[src/rtl/alu_reg.sv]
// rtl/alu_reg.sv - 32-bit RV32I-style ALU with registered result and flags

typedef logic [3:0] alu_control_t;

module alu_reg #(
  parameter int N = 32
) (
  input  logic         clk,
  input  logic         rst_n,
  input  logic [N-1:0] a,
  input  logic [N-1:0] b,
  input  alu_control_t control,
  output logic [N-1:0] result,
  output logic         overflow,
  output logic         zero,
  output logic         equal
);

  localparam int SHW = 5;

  localparam alu_control_t OP_AND  = 4'b0001;
  localparam alu_control_t OP_OR   = 4'b0010;
  localparam alu_control_t OP_XOR  = 4'b0011;
  localparam alu_control_t OP_SLL  = 4'b0101;
  localparam alu_control_t OP_SRL  = 4'b0110;
  localparam alu_control_t OP_SRA  = 4'b0111;
  localparam alu_control_t OP_ADD  = 4'b1000;
  localparam alu_control_t OP_SUB  = 4'b1100;
  localparam alu_control_t OP_SLT  = 4'b1101;
  localparam alu_control_t OP_SLTU = 4'b1111;

  // Operation decode
  logic sub_mode;
  logic is_add;
  logic is_sub;
  logic shift_left;
  logic shift_arith;

  // Decode which datapath units are steered by the current control code
  always_comb begin
    is_add      = (control == OP_ADD);
    is_sub      = (control == OP_SUB);
    sub_mode    = (control == OP_SUB) || (control == OP_SLT) || (control == OP_SLTU);
    shift_left  = (control == OP_SLL);
    shift_arith = (control == OP_SRA);
  end

  // Adder/subtractor: ripple carry over generate/propagate terms.
  // Subtraction is a + ~b + 1, so the carry-in is the sub_mode bit.
  logic [N-1:0] b_eff;
  logic [N-1:0] gen_bit;
  logic [N-1:0] prop_bit;
  logic [N:0]   carry;
  logic [N-1:0] sum;

  assign b_eff    = b ^ {N{sub_mode}};
  assign gen_bit  = a & b_eff;
  assign prop_bit = a ^ b_eff;
  assign carry[0] = sub_mode;

  genvar gi;
  generate
    for (gi = 0; gi < N; gi++) begin : g_adder
      assign sum[gi]     = prop_bit[gi] ^ carry[gi];
      assign carry[gi+1] = gen_bit[gi] | (prop_bit[gi] & carry[gi]);
    end
  endgenerate

  // Signed overflow of the add/sub path: operands of equal sign (after the
  // b inversion for subtract) producing a result of the other sign.
  logic arith_ovf;
  assign arith_ovf = (a[N-1] == b_eff[N-1]) && (sum[N-1] != a[N-1]);

  // Comparator built on the subtractor. Signed less-than corrects the sign
  // bit by the overflow flag so it stays right when a - b wraps; unsigned
  // less-than is a borrow, i.e. no carry out of a + ~b + 1.
  logic less_signed;
  logic less_unsigned;
  assign less_signed   = sum[N-1] ^ arith_ovf;
  assign less_unsigned = ~carry[N];

  // Equality is a pure XOR reduction, independent of control.
  logic equal_d;
  assign equal_d = ~|(a ^ b);

  // Barrel shifter: one right-shifting log stage per amount bit. Left shifts
  // reuse it by bit-reversing the operand on the way in and out.
  logic [SHW-1:0] sh_amt;
  logic           fill_bit;
  logic [N-1:0]   sh_in;
  logic [N-1:0]   sh_out;
  logic [N-1:0]   stage [0:SHW];

  assign sh_amt   = b[SHW-1:0];
  assign fill_bit = shift_arith & a[N-1];

  // Present the operand to the right shifter, reversed for left shifts
  always_comb begin
    sh_in = '0;
    for (int i = 0; i < N; i++) begin
      sh_in[i] = shift_left ? a[N-1-i] : a[i];
    end
  end

  assign stage[0] = sh_in;

  genvar gk;
  generate
    for (gk = 0; gk < SHW; gk++) begin : g_shift
      localparam int S = 1 << gk;
      assign stage[gk+1] = sh_amt[gk] ? {{S{fill_bit}}, stage[gk][N-1:S]} : stage[gk];
    end
  endgenerate

  // Undo the input reversal so left shifts come out in natural bit order
  always_comb begin
    sh_out = '0;
    for (int i = 0; i < N; i++) begin
      sh_out[i] = shift_left ? stage[SHW][N-1-i] : stage[SHW][i];
    end
  end

  // Next-state result and overflow selection
  logic [N-1:0] result_d;
  logic         overflow_d;

  // Select the unit output for the current op; undefined codes give zero
  always_comb begin
    result_d   = '0;
    overflow_d = 1'b0;
    case (control)
      OP_AND:  result_d = a & b;
      OP_OR:   result_d = a | b;
      OP_XOR:  result_d = a ^ b;
      OP_SLL,
      OP_SRL,
      OP_SRA:  result_d = sh_out;
      OP_ADD:  result_d = sum;
      OP_SUB:  result_d = sum;
      OP_SLT:  result_d = {{(N-1){1'b0}}, less_signed};
      OP_SLTU: result_d = {{(N-1){1'b0}}, less_unsigned};
      default: result_d = '0;
    endcase
    overflow_d = (is_add || is_sub) && arith_ovf;
  end

  // Output registers: capture every edge, cleared asynchronously by reset
  always_ff @(posedge clk or negedge rst_n) begin
    if (!rst_n) begin
      result   <= '0;
      overflow <= 1'b0;
      zero     <= 1'b0;
      equal    <= 1'b0;
    end else begin
      result   <= result_d;
      overflow <= overflow_d;
      zero     <= ~|result_d;
      equal    <= equal_d;
    end
  end

endmodule

[config.mk]
export PLATFORM = sky130hd
export DESIGN_NAME = alu_reg
export DESIGN_NICKNAME = d
export VERILOG_FILES = /design/src/rtl/alu_reg.sv
export SDC_FILE = /design/constraint.sdc
export NUM_CORES = 1
export LEC_CHECK = 0
export CAP_MARGIN = 20
export CORE_UTILIZATION = 57
export DETAILED_ROUTE_END_ITERATION = 12
export PLACE_DENSITY = 0.84
export REMOVE_ABC_BUFFERS = 1
export SLEW_MARGIN = 10
export SYNTH_ARGS = -nofsm -noshare
export SYNTH_HDL_FRONTEND = slang
export SYNTH_SLANG_ARGS = --single-unit
[constraint.sdc]
create_clock -name clk -period 0.8 [get_ports clk]
set_clock_uncertainty 0.1 [all_clocks]
set_input_delay 0.16 -clock clk [delete_from_list [all_inputs] [get_ports clk]]
set_output_delay 0.16 -clock clk [all_outputs]
set_load 0.01 [all_outputs]
==> results summary, run 1 <==
The placed wire-length estimate after detailed placement came out at 27,600 um. The last weighted congestion value of the routability-driven placer is between 1 and 1.5. The clock tree buffer depth is 2. The proportion of synthesized area in mux cells is 0.127. The number of synthesized register bits came out at 35. The number of synthesis warnings came out at 0.

The area share of the leading cell type in the synthesized netlist is 0.129. Among all flip-flop cells after synthesis, the most frequent one is dfrtp_1. Among all cell types in the netlist, the one instantiated most often is nand2_1.

In this run the number of H-tree levels came out at 2. The first global-routing pass estimated around 73,000 um of wire. The compound-cell area share of the yosys netlist came out at 0.251. The total number of clock tree sinks is 35. Synthesis produced about 840 cells. The die height is around 110 um. The halt point of the flow is global routing. Of the total synthesized cell area, the portion taken by full adders, half adders and majority gates is 0.212.

Of the total synthesized cell area, the portion taken by XOR and XNOR cells is 0.0414. After synthesis, the share of flip-flops with an asynchronous set or reset is 1.00. The floorplan has 39 rows. The average footprint of a synthesized cell came out at just over 8 um2. Clock tree synthesis selected as its root buffer the cell clkbuf_16. After synthesis, the largest family of logic cells by area is compound AO/OA/AOI/OAI gates. Counting distinct cell types in the post-synthesis netlist gives 64. After synthesis, the most frequently instantiated cells are nand2_1 (87), inv_1 (68), ha_1 (65). The initial utilization of the core area, before any placement, comes to 0.588. The flow did not finish.

The number of flops mapped to enable cells by yosys is 0. The portion of the post-synthesis area used by sequential elements is 0.129. During I/O placement, the number of pins put on the boundary was ~110. The global-route usage over all layers came out at 0.783. The die width is roughly 110 um. The mapped netlist covers 0.00677 mm2. The clock buffer count from CTS is 5. The total congestion overflow after global routing came out at 96. After synthesis, the cell types taking the most area are dfrtp_1 (13%), ha_1 (12%), fa_1 (9.2%). The first error in the log reads "[ERROR GRT-0116] Global routing finished with congestion. Check the congestion regions in the DRC Viewer". dfrtp_1 takes more of the synthesized area than any other cell. The placement-stage cell area is between 0.01 and 0.015 mm2. The pin count of the biggest net entering global routing is 53. In this run the tool buffered the top-level ports with between 100 and 150 buffer cells. The number of global-route vias before repair is 12,213. The simple-gate area share of the yosys netlist came out at 0.166.
==> per-layer routing <==
layer	GRT overflow	global-route usage
met5	0	0.200
met4	53	0.844
met3	0	0.617
met2	43	0.967
met1	0	0.762
==> kinds of logic after synthesis <==
family                     after synthesis
buffers and inverters                  128
muxes                                   60
adders and majority gates               96
DFF                                     35
xor gates and xnor gates                32
AOI/OAI and AO/OA                      248
and+or+nand+nor                        236
==> what timing repair did <==
| item | in CTS |
|---|---|
| hold buffers | 0 |
| resized for setup | 282 |
| hold endpoints to repair | 0 |
| pin swaps | 35 |
| endpoints found under the setup margin | 70 |
| buffers inserted | 11 |
==> through the flow <==
| step | utilization | TNS (ps) | setup WS [ps] | cells | hold slack, ps |
|---|---|---|---|---|---|
| after floorplan | - | -320660 | -15550 | 777 | -236 |
| after global placement | 0.893 | -310100 | -14970 | 1354 | 444 |
| after detailed placement | 0.893 | -321500 | -15450 | 1354 | 459 |
| after CTS | 0.930 | -257470 | -12950 | 1365 | 165 |
==> inputs of run 2 (changes only) <==
--- a/config.mk
+++ b/config.mk
@@ -6,9 +6,9 @@
 export NUM_CORES = 1
 export LEC_CHECK = 0
 export CAP_MARGIN = 20
-export CORE_UTILIZATION = 57
+export CORE_UTILIZATION = 40
 export DETAILED_ROUTE_END_ITERATION = 12
-export PLACE_DENSITY = 0.84
+export PLACE_DENSITY_LB_ADDON = 0.15
 export REMOVE_ABC_BUFFERS = 1
 export SLEW_MARGIN = 10
 export SYNTH_ARGS = -nofsm -noshare
==> results summary, run 2 <==
The run finished, with violations left. The checks that failed: setup timing. The largest single stage delay on the critical path is 530 ps. The worst setup slack after layout is -12,420 ps. The total congestion overflow after global routing is 0.

CTS built an H-tree with a depth of 2. Synthesis produced about 840 cells. The highest clock frequency the design can meet is roughly 0.076 GHz. The kind of cell adding the most delay to the critical path is adder cells. For this run, the leading register cell type out of synthesis is dfrtp_1. The element type at the critical path end is a register. The largest total area in the synthesized netlist belongs to dfrtp_1. The number of global-route vias before repair is a little under 9,000. The register with the most flip-flops in the layout has 32 of them. The largest individual stage delay along the critical path comes from the cell or4b_1. The worst pin sits at a relative slew slack of 0.576. The fraction of final layout cells sized beyond drive strength 1 came out at 0.467. Setup repair after global routing could not meet its margin everywhere.

For this run, the number of standard cells in the final layout without fillers is around 1,500. The signed area change from the synthesized netlist to the final layout is 74.6%. The post-detailed-routing wire length is roughly 36,000 um. The power per unit of standard cell area is approximately 1000 mW/mm2. In the post-synthesis netlist, the biggest area contributors are dfrtp_1 (13%), ha_1 (12%), fa_1 (9.2%).

The clock-pin slew of the registers on the worst-case setup and hold paths came out at 50 ps. The average footprint of a synthesized cell came out at approximately 8.1 um2. The count of cell types in the netlist came out at 64. The die height is between 100 and 150 um. Ranked by instance count, the synthesized netlist is headed by nand2_1 (87), inv_1 (68), ha_1 (65).

The number of synthesis warnings came out at 0. The synthesized design contains 0 enable-type register cells. The remaining antenna violation count came out at 0. The total leakage power is roughly 5.5 nW.

The starting density of the core is 0.410. Once layout is done, the placed cells without fillers occupy roughly 0.012 mm2. The die width came out at 132 um. The via total after detailed routing is ~8,900. The TritonCTS clock tree is done. The highest metal layer carrying signal wires in the routed design is met4. Counting flops and latches in the post-synthesis netlist gives 35. The cell that appears most often on the critical path is fa_2. The first-pass iteration count of the detailed router is 6.

The clock buffer count from CTS is 5. The area share of the leading cell type in the synthesized netlist came out at 0.129. The pin count of the biggest net entering global routing is 36.

The final hold violation count is 0. The final-stage net count came out at ~1,400. The routed wirelength normalized by instance count came out at about 24 um. The slew of the pin with the lowest slew margin is ~630 ps. The count of placed standard cells including taps is 1,450. Setup violations remaining at the end of the flow were counted as 70. Detailed routing placed a total of roughly 3800 um of wire on met3. The core box area is roughly 0.017 mm2. The largest register by flop count is result. After legalization and detailed placement, the total HPWL measured between 20,000 and 30,000 um.

The post-synth design cell area came out at 0.00677 mm2. The post-route clock period utilization came out at 16.5. The clock tree buffer depth came out at 2. The kind of launch point of the worst setup path is an input port. The commonest non-fill, non-tap cell in the layout is buf_4. The total power after layout is approximately 0.012 W. The post-cts hold buffer count is 0.

The met2 wirelength from detailed routing is 16,300 um. The count of input and output buffers came out at around 100. The first routing iteration left 939 violations.

The full die area is approximately 0.017 mm2. After synthesis, the share of flip-flops with an asynchronous set or reset is 1.00. Once layout is complete, the utilization of the core stands at 0.715. The largest voltage drop on the vdd net is roughly 1.3 mV.

In this run the core area contains 47 standard-cell rows. For this run, the total global-route usage over all layers was measured as 0.404. The arrival time of data at the critical path endpoint is approximately 13,000 ps.

The portion of the post-synthesis area used by sequential elements came out at 0.129. The final period demand of the worst path came out at roughly 13,000 ps. The required time reported for the critical path endpoint is between 800 and 900 ps. The last weighted congestion value of the routability-driven placer came out at just over 1.

The first global-routing pass estimated 52,800 um of wire. The maximum fanout encountered on the critical timing path came out at 3. The most common cell in the netlist is nand2_1. The boundary pin count is 105. The category of the most critical setup path is in -> reg.

Timing analysis after detailed placement gives a worst setup slack of -15,360 ps. In the layout the commonest cells are buf_4 (335), nand2_1 (81), ha_1 (59). The CTS root buffer is clkbuf_16.

The classification of the worst-slack hold path is in -> async. The wire length on met1 is 13,800 um. The count of unresolved DRC violations after routing is 0. The critical path buffer and inverter count is 3.

The final-report max-slew violation count was 0. Across the run, the number of max-cap violations was 0. The number of antenna violations at the first check in global routing came out at 1. The placed instances occupy a cell area of between 0.01 and 0.015 mm2. The clock drives 35 sinks. The number of vias per cell after detailed routing is around 6.
[run 2: how the worst max path moves through the flow]
stage               cells past startpoint       start        endpoint  slack, ps
floorplan                              40  control[1]  zero$_DFF_PN0_     -15550
global placement                       42  control[1]  zero$_DFF_PN0_     -15140
detailed placement                     42  control[1]  zero$_DFF_PN0_     -15360
CTS                                    42  control[0]  zero$_DFF_PN0_     -12790
global route                           44  control[0]  zero$_DFF_PN0_     -12840
finish                                 41  control[0]  zero$_DFF_PN0_     -12420
[run 2: power breakdown]
| group | leakage (nW) | switching (W) | internal [W] |
|---|---|---|---|
| logic | 5.02 | 0.00420 | 0.00405 |
| clock network | 0.0669 | 0.000656 | 0.00114 |
| registers | 0.458 | 0.0000584 | 0.00198 |
[run 2: through the flow]
step / hold slack (ps) / TNS (ps)
floorplan: -236 / -320660
global placement: 445 / -313860
detailed placement: 443 / -317310
CTS: 147 / -253970
global route: 176 / -259770
finish: 143 / -252390
[run 2: repair_timing]
action | 4_1_cts | 5_1_grt
gates resized for setup | 335 | 98
buffers inserted | 19 | 16
endpoints found under the setup margin | 70 | 70
cloned | 3 | 0
pin swaps | 33 | 38
[run 2: area by class of cell]
| class | instances | area, um2 |
|---|---|---|
| well taps | 220 | 275 |
| repair buffers | 480 | 4090 |
| inverters | 70 | 265 |
| fillers | 1280 | 4710 |
| diodes | 1 | 2.50 |
| flip-flops and latches | 35 | 876 |
| clock buffers | 6 | 129 |
| clock inverters | 2 | 12.5 |
| multi-input cells | 672 | 6170 |
[run 2: metal layers]
metal,global-route usage,vias to the layer above
li1,-,3972
met1,0.524,4188
met2,0.651,591
met3,0.0800,121
met4,0.176,0
met5,0,-
[run 2: kinds of logic (layout without fill, tap and decap cells)]
family	count (synthesis)	in the layout	synth area share
adder cells (fa/ha/maj)	96	96	0.212
AND/OR/NAND/NOR	236	236	0.166
other	0	1	0
XOR/XNOR	32	32	0.0414
multiplexers	60	60	0.127
flip-flops	35	35	0.129
AO/OA/AOI/OAI	248	248	0.251
buffers and inverters	128	558	0.0736
No activity file was read; power rests on OpenSTA's default activity.
